==> src/rtl/ctrl_decode_stage.sv <==
// ---------------------------------------------------------------------------
// ctrl_decode_stage
//   Single-entry registered decode stage for a two-slot instruction bundle.
//   Slot 1 (ALU) and slot 2 (mem/branch) opcodes are decoded into a control
//   word. The word is held in one output register with a valid/ready
//   handshake. Bundles that contain an invalid opcode are squashed and never
//   emitted. The first such fault is captured in sticky exception registers.
//
//   Optional feature: define CTRL_DECODE_INV_COUNT_EN to build the saturating
//   invalid-bundle counter. Without it, inv_count is tied to 0.
//
// Ports
//   clk, reset                clock (rising edge), async active-high reset
//   in_valid / in_ready       upstream handshake (in_ready is combinational)
//   opcode1[6:0], opcode2[4:0] slot-1 / slot-2 opcodes
//   pc[PC_W-1:0]              bundle PC, kept only when a fault is captured
//   flush                     empties the stage and drops a same-cycle bundle
//   out_valid / out_ready     downstream handshake
//   regWrite1, g1DstReg, flagWrite1, aluSrc1, aluSrc2, aluOp   slot-1 controls
//   regWrite2, flagWrite2, memRd, memWr, branch, jump          slot-2 controls
//   exc_valid, exc_cause, exc_pc, exc_clear   sticky fault capture and clear
//   inv_count[CNT_W-1:0]      saturating count of accepted invalid bundles
// ---------------------------------------------------------------------------
module ctrl_decode_stage #(
   parameter int PC_W  = 16,
   parameter int CNT_W = 8
) (
   input  logic             clk,
   input  logic             reset,
   input  logic             in_valid,
   output logic             in_ready,
   input  logic [6:0]       opcode1,
   input  logic [4:0]       opcode2,
   input  logic [PC_W-1:0]  pc,
   input  logic             flush,
   output logic             out_valid,
   input  logic             out_ready,
   output logic             regWrite1,
   output logic             g1DstReg,
   output logic             flagWrite1,
   output logic [1:0]       aluSrc1,
   output logic [1:0]       aluSrc2,
   output logic [1:0]       aluOp,
   output logic             regWrite2,
   output logic             flagWrite2,
   output logic             memRd,
   output logic             memWr,
   output logic             branch,
   output logic             jump,
   output logic             exc_valid,
   output logic [1:0]       exc_cause,
   output logic [PC_W-1:0]  exc_pc,
   input  logic             exc_clear,
   output logic [CNT_W-1:0] inv_count
);

   typedef enum logic {EMPTY = 1'b0, FULL = 1'b1} state_t;

   state_t          state_q;
   logic [8:0]      s1_word;   // {rw1, fw1, g1, src1, src2, op}
   logic            s1_ok;
   logic [5:0]      s2_word;   // {rw2, fw2, memRd, memWr, branch, jump}
   logic            s2_ok;
   logic [14:0]     ctrl_q;
   logic            exc_valid_q;
   logic [1:0]      exc_cause_q;
   logic [PC_W-1:0] exc_pc_q;
   logic            accept;
   logic            fault;

   // Slot-1 decode keys on opcode1[6:2]; the low bits only qualify cmp/shift.
   always_comb begin
      s1_ok   = 1'b1;
      s1_word = '0;
      case (opcode1[6:2])
         5'b00100: s1_word = {1'b1, 1'b1, 1'b0, 2'b00, 2'b10, 2'b00};
         5'b00011: s1_word = {1'b1, 1'b1, 1'b1, 2'b01, 2'b00, 2'b01};
         5'b01000: s1_word = {(opcode1[1:0] == 2'b01), 1'b1, 1'b1, 2'b10, 2'b01, 2'b10};
         5'b00000: s1_word = {1'b0, 1'b0, 1'b0, 2'b00, 2'b00, 2'b11};
         default:  s1_ok   = 1'b0;
      endcase
   end

   always_comb begin
      s2_ok   = 1'b1;
      s2_word = '0;
      case (opcode2)
         5'b10001: s2_word = 6'b111000;
         5'b10000: s2_word = 6'b000100;
         5'b11100: s2_word = 6'b000001;
         5'b11010: s2_word = 6'b000010;
         5'b00000: s2_word = 6'b000000;
         default:  s2_ok   = 1'b0;
      endcase
   end

   // out_valid is 0 throughout reset, so in_ready reads 1 there while the
   // asynchronous reset keeps any bundle from being registered.
   assign in_ready = (state_q == EMPTY) || out_ready;
   assign accept   = in_valid && in_ready && !flush;
   assign fault    = accept && !(s1_ok && s2_ok);

   always_ff @(posedge clk or posedge reset) begin
      if (reset) begin
         state_q     <= EMPTY;
         ctrl_q      <= '0;
         exc_valid_q <= 1'b0;
         exc_cause_q <= 2'b00;
         exc_pc_q    <= '0;
      end else begin
         // Word register: flush wins, then a clean accept, then a drain.
         // Otherwise hold (stalled FULL, or idle EMPTY already at zero).
         if (flush) begin
            state_q <= EMPTY;
            ctrl_q  <= '0;
         end else if (accept && !fault) begin
            state_q <= FULL;
            ctrl_q  <= {s1_word, s2_word};
         end else if (out_ready) begin
            state_q <= EMPTY;
            ctrl_q  <= '0;
         end

         // A fault arriving with exc_clear replaces the old one, so the
         // sticky flag never drops in that cycle.
         if (fault && (!exc_valid_q || exc_clear)) begin
            exc_valid_q <= 1'b1;
            exc_cause_q <= {!s2_ok, !s1_ok};
            exc_pc_q    <= pc;
         end else if (exc_clear) begin
            exc_valid_q <= 1'b0;
         end
      end
   end

   assign out_valid = (state_q == FULL);
   assign {regWrite1, flagWrite1, g1DstReg, aluSrc1, aluSrc2, aluOp,
           regWrite2, flagWrite2, memRd, memWr, branch, jump} = ctrl_q;
   assign exc_valid = exc_valid_q;
   assign exc_cause = exc_cause_q;
   assign exc_pc    = exc_pc_q;

`ifdef CTRL_DECODE_INV_COUNT_EN
   logic [CNT_W-1:0] cnt_q;
   logic [CNT_W-1:0] cnt_d;

   always_comb begin
      cnt_d = cnt_q;
      if (fault && (cnt_q != {CNT_W{1'b1}}))
         cnt_d = cnt_q + {{(CNT_W-1){1'b0}}, 1'b1};
   end

   always_ff @(posedge clk or posedge reset) begin
      if (reset)
         cnt_q <= '0;
      else
         cnt_q <= cnt_d;
   end

   assign inv_count = cnt_q;
`else
   assign inv_count = '0;
`endif

endmodule

==> config.mk <==
export PLATFORM = sky130hd
export DESIGN_NAME = ctrl_decode_stage
export DESIGN_NICKNAME = d
export VERILOG_FILES = /design/src/rtl/ctrl_decode_stage.sv
export SDC_FILE = /design/constraint.sdc
export NUM_CORES = 1
export LEC_CHECK = 0
export ABC_AREA = 1
export CORE_ASPECT_RATIO = 0.6
export CORE_MARGIN = 2
export CORE_UTILIZATION = 41
export CTS_CLUSTER_SIZE = 8
export DETAILED_ROUTE_END_ITERATION = 7
export PLACE_DENSITY = 0.83
export SYNTH_ARGS = -nofsm -noshare
export SYNTH_HDL_FRONTEND = slang
export SYNTH_SLANG_ARGS = --single-unit
==> constraint.sdc <==
create_clock -name clk -period 1.8 [get_ports clk]
set_input_delay 0.54 -clock clk [delete_from_list [all_inputs] [get_ports clk]]
set_output_delay 0.54 -clock clk [all_outputs]
set_load 0.005 [all_outputs]
==> results of run 1 <==
[power groups by stage]
stage | Combinational (W) | Clock, W | Sequential [W]
6_report | 0.000441 | 0.000560 | 0.000832
5_1_grt | 0.000490 | 0.000612 | 0.000839
4_1_cts | 0.000432 | 0.000572 | 0.000830
3_5_place_dp | 0.000426 | 0 | 0.000840
3_3_place_gp | 0.000418 | 0 | 0.000841
2_1_floorplan | 0.000154 | 0 | 0.000844
[critical path: stages]
cell             delay, ns
clkdlybuf4s50_1       0.48
nor2_2                0.15
nand4_2               0.14
nand3_4               0.18
nand2_8               0.10
buf_12                0.16
nand4_1               0.07
nand2_1               0.08
[routing by layer]
metal / track usage, % / vias up
met2: 31.0 / 81
met1: 28.4 / 774
li1: - / 853
met4: 7.29 / 0
met3: 6.55 / 11
met5: 0 / -
[registers in the layout, indices dropped and copies added (netlist names)]
name and flops:
ctrl_q 12, exc_cause 2, exc_pc 16, exc_valid 1
out_valid 1
[stage by stage]
step / TNS, ns / cells
floorplan: 0 / 212
global placement: -7.53 / 329
detailed placement: -9.39 / 329
CTS: -0.0381 / 338
global route: -0.0614 / 342
finish: 0 / 342
[worst paths after layout]
check	cells after the start	end	slack, ns	from
min in group asynchronous	3	ctrl_q[10]	0.64	reset
max in group asynchronous	3	ctrl_q[7]	0.87	reset
hold reg to reg	2	exc_pc[9]	0.47	exc_pc[9]
setup reg to reg	9	exc_pc[10]	0.41	out_valid
setup / recovery	8	exc_pc[10]	0.05	opcode1[4]
hold / removal	2	exc_pc[9]	0.47	exc_pc[9]
[layout make-up]
| type | instances | area, um2 |
|---|---|---|
| multi-input cells | 142 | 758 |
| clock inverters | 2 | 10.0 |
| clock buffers | 6 | 82.6 |
| fillers | 297 | 1100 |
| flip-flops and latches | 32 | 801 |
| inverters | 19 | 71.3 |
| well taps | 47 | 58.8 |
| repair buffers | 94 | 903 |
[synthesized netlist by cell type, types with 2 or more instances]
library cell and n:
buf_4 11, inv_1 17, nor2_1 10, dfrtp_1 32, nand2_1 63, buf_2 6, nand4_1 32, nand3_1 14
inv_2 2, nor4_1 2, nor2_2 2, nand3_2 2, clkbuf_1 4
[logic make-up after synthesis]
family                 synth area share (%)
AND/OR/NAND/NOR                        38.6
buffers and inverters                  12.6
other                                 0.225
flip-flops                             48.1
AO/OA/AOI/OAI                         0.451
[repair_timing]
item / 4_1_cts / 5_1_grt
buffers inserted: 0 / 2
cloned: 1 / 2
resized for setup: 5 / 14
endpoints found under the setup margin: 17 / 33
pin swaps: 1 / 9
==> flow_summary.json, run 1 <==
{
  "synth_top_flop_cell": "dfrtp_1",
  "dr.first_iter.drc_count": 49,
  "synth_largest_area_cell": "dfrtp_1",
  "hold_viol": 0,
  "fin_hold_ws_ns": 0.467,
  "utilization_pct": 70.9,
  "final_cell_mix": "62 x nand2_1, 62 x clkdlybuf4s50_1, 32 x nand4_1, 32 x dfrtp_1, 24 x buf_4",
  "num_io_pins": 78,
  "clk_latency_ns": 0.28,
  "grt_overflow": 0,
  "grt_max_degree": 33,
  "syn-instance-count": 205,
  "clk_path_buf_depth": 2,
  "routedWlPerCell_um": 12.8,
  "cellPowerDensity_nw_per_um2": 683,
  "min_path_type": "reg2reg",
  "setup_viol": 0,
  "synth_edf_count": 0,
  "cts-root-buf": "clkbuf_8",
  "globalRouteTotalUtil_pct": 20.7,
  "initial_utilization_pct": 44.0,
  "die_w_um": 86.2,
  "ys_async_sr_fraction_pct": 100,
  "drc": 0,
  "power.share.clock_pct": 30.5,
  "portBuffers": 69,
  "placed_cell_area_um2": 2490,
  "htree_levels": 2,
  "cap_violations": 0,
  "routed_wl_um": 4380,
  "synth_top_cells_by_area": "dfrtp_1 48%, nand2_1 14%, nand4_1 12%",
  "antenna_found_initial": 0,
  "fin_crit_ns": 1.75,
  "core_um2": 3790,
  "ir_drop_mv": 0.444,
  "dr.pass1.iters": 4,
  "dieArea_um2": 4600,
  "criticalPathCategory": "in2reg",
  "synthToLayoutAreaGrowth_pct": 61.4,
  "avgSynthCellArea_um2": 8.12,
  "skew_ns": 0.00395,
  "wl_met3_um": 383,
  "cts_hold_buffers": 0,
  "pre_cts_slack_ns": -0.338,
  "drv_slew": 0,
  "first_global_vias": 1562,
  "p_int_w": 0.00135,
  "wl_met1_um": 2100,
  "routed_via_density": 5.03,
  "finalInstanceArea_um2": 2690,
  "fmax_mhz": 573,
  "end_kind": "flop",
  "final_antenna_net_count": 0,
  "fin_nets": 328,
  "ys_types": 21,
  "comb_power_share_pct": 24.1,
  "start_kind": "primary input",
  "gp_congestion": 0.790,
  "p_total_w": 0.00183,
  "dr_total_vias": 1719,
  "ys_seq_area_share_pct": 48.1,
  "top_layer_used": "met4",
  "cts_made_buffers": 5,
  "p_seq_share_pct": 45.4,
  "synth-seq-cells": 32,
  "critical_path.max_fanout": 18,
  "status": "completed",
  "crit_arrival_ns": 1.90,
  "num_rows": 17,
  "synth_top_area_share_pct": 48.1,
  "grt_pass1_wl_um": 7180,
  "critPathRequiredTime_ns": 1.96,
  "final.setup.worst_slack_ns": 0.0541,
  "clock_sinks": 32,
  "switching_share_pct": 26.4,
  "power.switching_w": 0.000485,
  "dr_wl_met2_um": 1800,
  "post-route-period-util_pct": 97.0,
  "clkSlewWorstSetupHoldPaths_ns": 0.06,
  "yosys_warnings": 0,
  "cts_tree": "built",
  "leakagePower_nw": 1.40,
  "hpwl_um": 3130,
  "antennaDiodeCount": 0,
  "synth_area_um2": 1660,
  "drive_above_1_share_pct": 17.6,
  "die_h_um": 53.4
}
Note: power is estimated with default switching activity, not from simulation.
==> run 2, diff against run 1 <==
Settings changed: CTS_CLUSTER_SIZE 8 to unset, SETUP_SLACK_MARGIN set to 0.05.
==> flow_summary.json, run 2 (same netlist as run 1, synthesis figures left out) <==
{
  "status": "completed",
  "fin_crit_ns": 1.73,
  "p_total_w": 0.00185,
  "clock_sinks": 32,
  "routed_wl_um": 4690,
  "criticalPathCategory": "reg2out",
  "cpLargestDelayFamily": "buffers and inverters",
  "cts-root-buf": "clkbuf_8",
  "grt_pass1_wl_um": 7200,
  "first_global_vias": 1569,
  "die_w_um": 86.2,
  "hpwl_um": 3130,
  "dr.first_iter.drc_count": 52,
  "antenna_found_initial": 0,
  "htree_levels": 2,
  "dieArea_um2": 4600,
  "power.share.clock_pct": 30.6,
  "comb_power_share_pct": 24.3,
  "cap_violations": 0,
  "crit_arrival_ns": 1.19,
  "p_int_w": 0.00135,
  "fin_nets": 330,
  "cts_tree": "built",
  "slew_headroom_pct": 65.6,
  "power.switching_w": 0.000499,
  "globalRouteTotalUtil_pct": 20.8,
  "placed_cell_area_um2": 2490,
  "fmax_mhz": 579,
  "clk_path_buf_depth": 2,
  "critPathRequiredTime_ns": 1.26,
  "portBuffers": 69,
  "synthToLayoutAreaGrowth_pct": 65.6,
  "largest_reg_flops": 16,
  "switching_share_pct": 27.0,
  "mostFrequentLayoutCell": "nand2_1",
  "cts_made_buffers": 5,
  "end_kind": "output port",
  "ir_drop_mv": 0.447,
  "crit_buf_inv": 1,
  "final_antenna_net_count": 0,
  "core_um2": 3790,
  "min_path_type": "reg2reg",
  "utilization_pct": 72.8,
  "final_cell_mix": "61 x nand2_1, 52 x clkdlybuf4s50_1, 32 x nand4_1, 32 x dfrtp_1, 25 x buf_4",
  "drv_slew": 0,
  "post-route-period-util_pct": 95.9,
  "cts_hold_buffers": 0,
  "cellPowerDensity_nw_per_um2": 671,
  "die_h_um": 53.4,
  "fillers": 282,
  "clk_latency_ns": 0.28,
  "p_seq_share_pct": 45.1,
  "gp_congestion": 0.790,
  "rsz0062_at_grt": "false",
  "critical_path.max_stage_delay_ns": 0.52,
  "num_rows": 17,
  "antennaDiodeCount": 0,
  "leakagePower_nw": 1.56,
  "clkSlewWorstSetupHoldPaths_ns": 0.07,
  "drc": 0,
  "slowest_stage": "clkdlybuf4s50_1",
  "grt_max_degree": 33,
  "routedWlPerCell_um": 13.6,
  "initial_utilization_pct": 44.0,
  "skew_ns": 0.00315,
  "drive_above_1_share_pct": 19.2,
  "finalInstanceArea_um2": 2760,
  "setup_viol": 0,
  "critical_path.max_fanout": 2,
  "start_kind": "flop",
  "num_io_pins": 78,
  "worstMarginPinSlew_ns": 0.515,
  "dr.pass1.iters": 4,
  "grt_overflow": 0,
  "dr_total_vias": 1733,
  "crit_chain": "clkdlybuf4s50_1",
  "hold_viol": 0,
  "routed_via_density": 5.04,
  "fin_tns_setup_ns": 0
}
## run 2: changes by cell type in the layout (fill, tap and decap cells not counted)
| cell | delta |
|---|---|
| nand3_2 | -2 |
| nand3_4 | +2 |
| nand2_1 | -1 |
| dlymetal6s2s_1 | +8 |
| clkbuf_16 | +1 |
| inv_1 | -1 |
| inv_2 | +1 |
| nand2_2 | +1 |
| nor2_1 | -1 |
| dlygate4sd2_1 | +2 |
| buf_4 | +1 |
| nor2_2 | +1 |
| clkdlybuf4s50_1 | -10 |
## run 2: repair_timing
action | 4_1_cts | 5_1_grt
setup endpoints to repair | 32 | 39
buffers inserted | 1 | 2
cloned | 1 | 3
pin swaps | 1 | 9
gates resized for setup | 8 | 26
endpoints found under the hold margin | 0 | 0
## run 2: path summary, 6_finish.rpt
path	startpoint	slack, ns	cells past startpoint	to
max	exc_pc[10]	0.07	1	exc_pc[10]
min	exc_pc[9]	0.47	2	exc_pc[9]
max reg2reg	out_valid	0.39	9	exc_cause[1]
min reg2reg	exc_pc[9]	0.47	2	exc_pc[9]
max in group asynchronous	reset	0.88	3	ctrl_q[7]
min in group asynchronous	reset	0.64	3	ctrl_q[10]
## run 2: routing by layer
metal	track usage, %	routed length, um	vias to the layer above
met5	0	0	-
met4	7.29	99	0
met3	6.55	413	11
met2	31.4	1900	93
met1	28.3	2280	775
li1	-	-	854
## run 2: stage by stage
| step | hold slack, ns | instances | worst slack (ns) |
|---|---|---|---|
| 6_report | 0.469 | 344 | 0.0734 |
| 5_1_grt | 0.501 | 344 | 0.0127 |
| 4_1_cts | 0.474 | 339 | -0.00759 |
| 3_5_place_dp | 0.458 | 329 | -0.338 |
| 3_3_place_gp | 0.457 | 329 | -0.336 |
| 2_1_floorplan | 0.465 | 212 | 0.300 |
## run 2: power by group through the flow
stage	Clock, W	Combinational [W]	Sequential (W)
after floorplan	0	0.000154	0.000844
after global placement	0	0.000418	0.000841
after detailed placement	0	0.000426	0.000840
after CTS	0.000572	0.000432	0.000831
after global routing	0.000613	0.000496	0.000839
final	0.000565	0.000450	0.000833
## run 2: final cells by class
cell class	instances	area, um2	share of cell area (%)
repair buffers	96	953	34.6
flip-flops and latches	32	801	29.1
multi-input cells	142	778	28.2
clock buffers	6	82.6	3.00
inverters	19	71.3	2.59
well taps	47	58.8	2.13
clock inverters	2	10.0	0.363
## run 2: worst reg2reg max path, stage by stage, from the launching register on
cell     delay (ns)
dfrtp_1        0.40
inv_1          0.06
nor2_1         0.04
inv_2          0.05
nand2_1        0.06
nor2_2         0.07
buf_4          0.21
buf_4          0.22
nand4_1        0.12
nand2_1        0.10
==> run 3, diff against run 2 <==
Settings changed: PLACE_DENSITY 0.83 to unset, PLACE_DENSITY_LB_ADDON set to 0.08.
==> flow_summary.json, run 3 (same netlist as run 1, synthesis figures left out) <==
{
  "status": "completed",
  "dieArea_um2": 4600,
  "ff2ff_path_depth": 10,
  "crit_arrival_ns": 1.18,
  "cts-root-buf": "clkbuf_8",
  "crit_chain": "clkdlybuf4s50_1",
  "die_h_um": 53.4,
  "cellPowerDensity_nw_per_um2": 681,
  "comb_power_share_pct": 24.1,
  "final.setup.worst_slack_ns": 0.0790,
  "dr.first_iter.drc_count": 60,
  "core_um2": 3790,
  "skew_ns": 0.00448,
  "routedWlPerCell_um": 13.2,
  "clkSlewWorstSetupHoldPaths_ns": 0.06,
  "cap_violations": 0,
  "drive_above_1_share_pct": 18.0,
  "dr.pass1.iters": 4,
  "hpwl_um": 3080,
  "top_layer_used": "met4",
  "largest_reg_flops": 16,
  "initial_utilization_pct": 44.0,
  "power.switching_w": 0.000486,
  "critPathRequiredTime_ns": 1.26,
  "die_w_um": 86.2,
  "grt_overflow": 0,
  "end_kind": "output port",
  "hold_viol": 0,
  "cts_tree": "built",
  "antennaDiodeCount": 0,
  "portBuffers": 69,
  "dr_wl_met2_um": 1860,
  "wl_met1_um": 2240,
  "leakagePower_nw": 1.49,
  "num_rows": 17,
  "final_antenna_net_count": 0,
  "slowest_stage": "clkdlybuf4s50_1",
  "crit_cells": 1,
  "cts_made_buffers": 5,
  "setup_viol": 0,
  "wl_met3_um": 391,
  "min_path_type": "reg2reg",
  "grt_max_degree": 33,
  "p_seq_share_pct": 44.3,
  "drc": 0,
  "fin_crit_ns": 1.72,
  "drv_slew": 0,
  "critical_path.max_fanout": 4,
  "pre_cts_slack_ns": -0.349,
  "antenna_found_initial": 0,
  "synthToLayoutAreaGrowth_pct": 65.5,
  "routed_wl_um": 4500,
  "start_kind": "flop",
  "gp_congestion": 0.750,
  "critical_path.max_stage_delay_ns": 0.52,
  "fin_tns_setup_ns": 0,
  "clk_latency_ns": 0.28,
  "fmax_mhz": 581,
  "rsz0062_at_grt": "true",
  "cts_hold_buffers": 0,
  "criticalPathCategory": "reg2out",
  "first_global_vias": 1506,
  "clock_sinks": 32,
  "final_cell_mix": "62 x nand2_1, 56 x clkdlybuf4s50_1, 32 x nand4_1, 32 x dfrtp_1, 22 x buf_4",
  "p_int_w": 0.00139,
  "routed_via_density": 5.10,
  "grt_pass1_wl_um": 7050,
  "fin_nets": 329,
  "globalRouteTotalUtil_pct": 20.0,
  "ir_drop_mv": 0.430,
  "htree_levels": 2,
  "crit_buf_inv": 1,
  "mostFrequentLayoutCell": "nand2_1",
  "holdPathStages": 2,
  "power.share.clock_pct": 31.6,
  "switching_share_pct": 25.9,
  "dr_total_vias": 1744,
  "clk_path_buf_depth": 2,
  "cpLargestDelayFamily": "buffers and inverters",
  "num_io_pins": 78,
  "post-route-period-util_pct": 95.6
}
-- run 3: cell types whose count changed in the layout (fill, tap and decap cells not counted), sizes merged --
cell,delta
dlygate4sd2,-1
dlymetal6s2s,-3
clkinv,-2
clkdlybuf4s50,+4
-- run 3: metal layers --
layer | vias up | GRT usage [%]
li1 | 850 | -
met1 | 808 | 30.1
met2 | 84 | 28.7
met3 | 2 | 4.99
met4 | 0 | 4.69
met5 | - | 0
-- run 3: what timing repair did --
item / CTS / global route
hold endpoints to repair: 0 / 0
resized for setup: 4 / 23
cloned: 1 / 2
buffers inserted: 0 / 2
setup endpoints to repair: 20 / 36
pin swaps: 1 / 10
-- run 3: through the flow --
step	util (%)	std cells	cell area [um2]	hold slack [ns]	power, W
6_report	72.7	342	2750	0.471	0.00188
5_1_grt	72.7	342	2750	0.492	0.00197
4_1_cts	69.8	338	2640	0.476	0.00187
3_5_place_dp	66.9	330	2530	0.460	0.00127
3_3_place_gp	66.9	330	2530	0.455	0.00127
2_1_floorplan	-	212	1690	0.465	0.000998
-- run 3: power by group through the flow --
| stage | registers (W) | clock network (W) | logic [W] |
|---|---|---|---|
| after CTS | 0.000830 | 0.000603 | 0.000440 |
| after global routing | 0.000840 | 0.000626 | 0.000499 |
| after detailed placement | 0.000840 | 0 | 0.000435 |
| after global placement | 0.000841 | 0 | 0.000429 |
| final | 0.000831 | 0.000593 | 0.000452 |
| after floorplan | 0.000844 | 0 | 0.000154 |
-- run 3: final timing paths --
kind	start	endpoint	slack, ns
max	ctrl_q[5]	flagWrite2	0.08
min	exc_pc[12]	exc_pc[12]	0.47
max reg2reg	out_valid	ctrl_q[7]	0.41
min reg2reg	exc_pc[12]	exc_pc[12]	0.47
max in group asynchronous	reset	exc_pc[5]	1.03
min in group asynchronous	reset	exc_pc[8]	0.59
-- run 3: final cells by class --
type / instances / area, um2
sequential: 32 / 801
timing repair buffer: 95 / 958
fill: 300 / 1030
multi-input combinational: 142 / 768
clock buffer: 7 / 96.3
inverter: 19 / 71.3
tap: 47 / 58.8
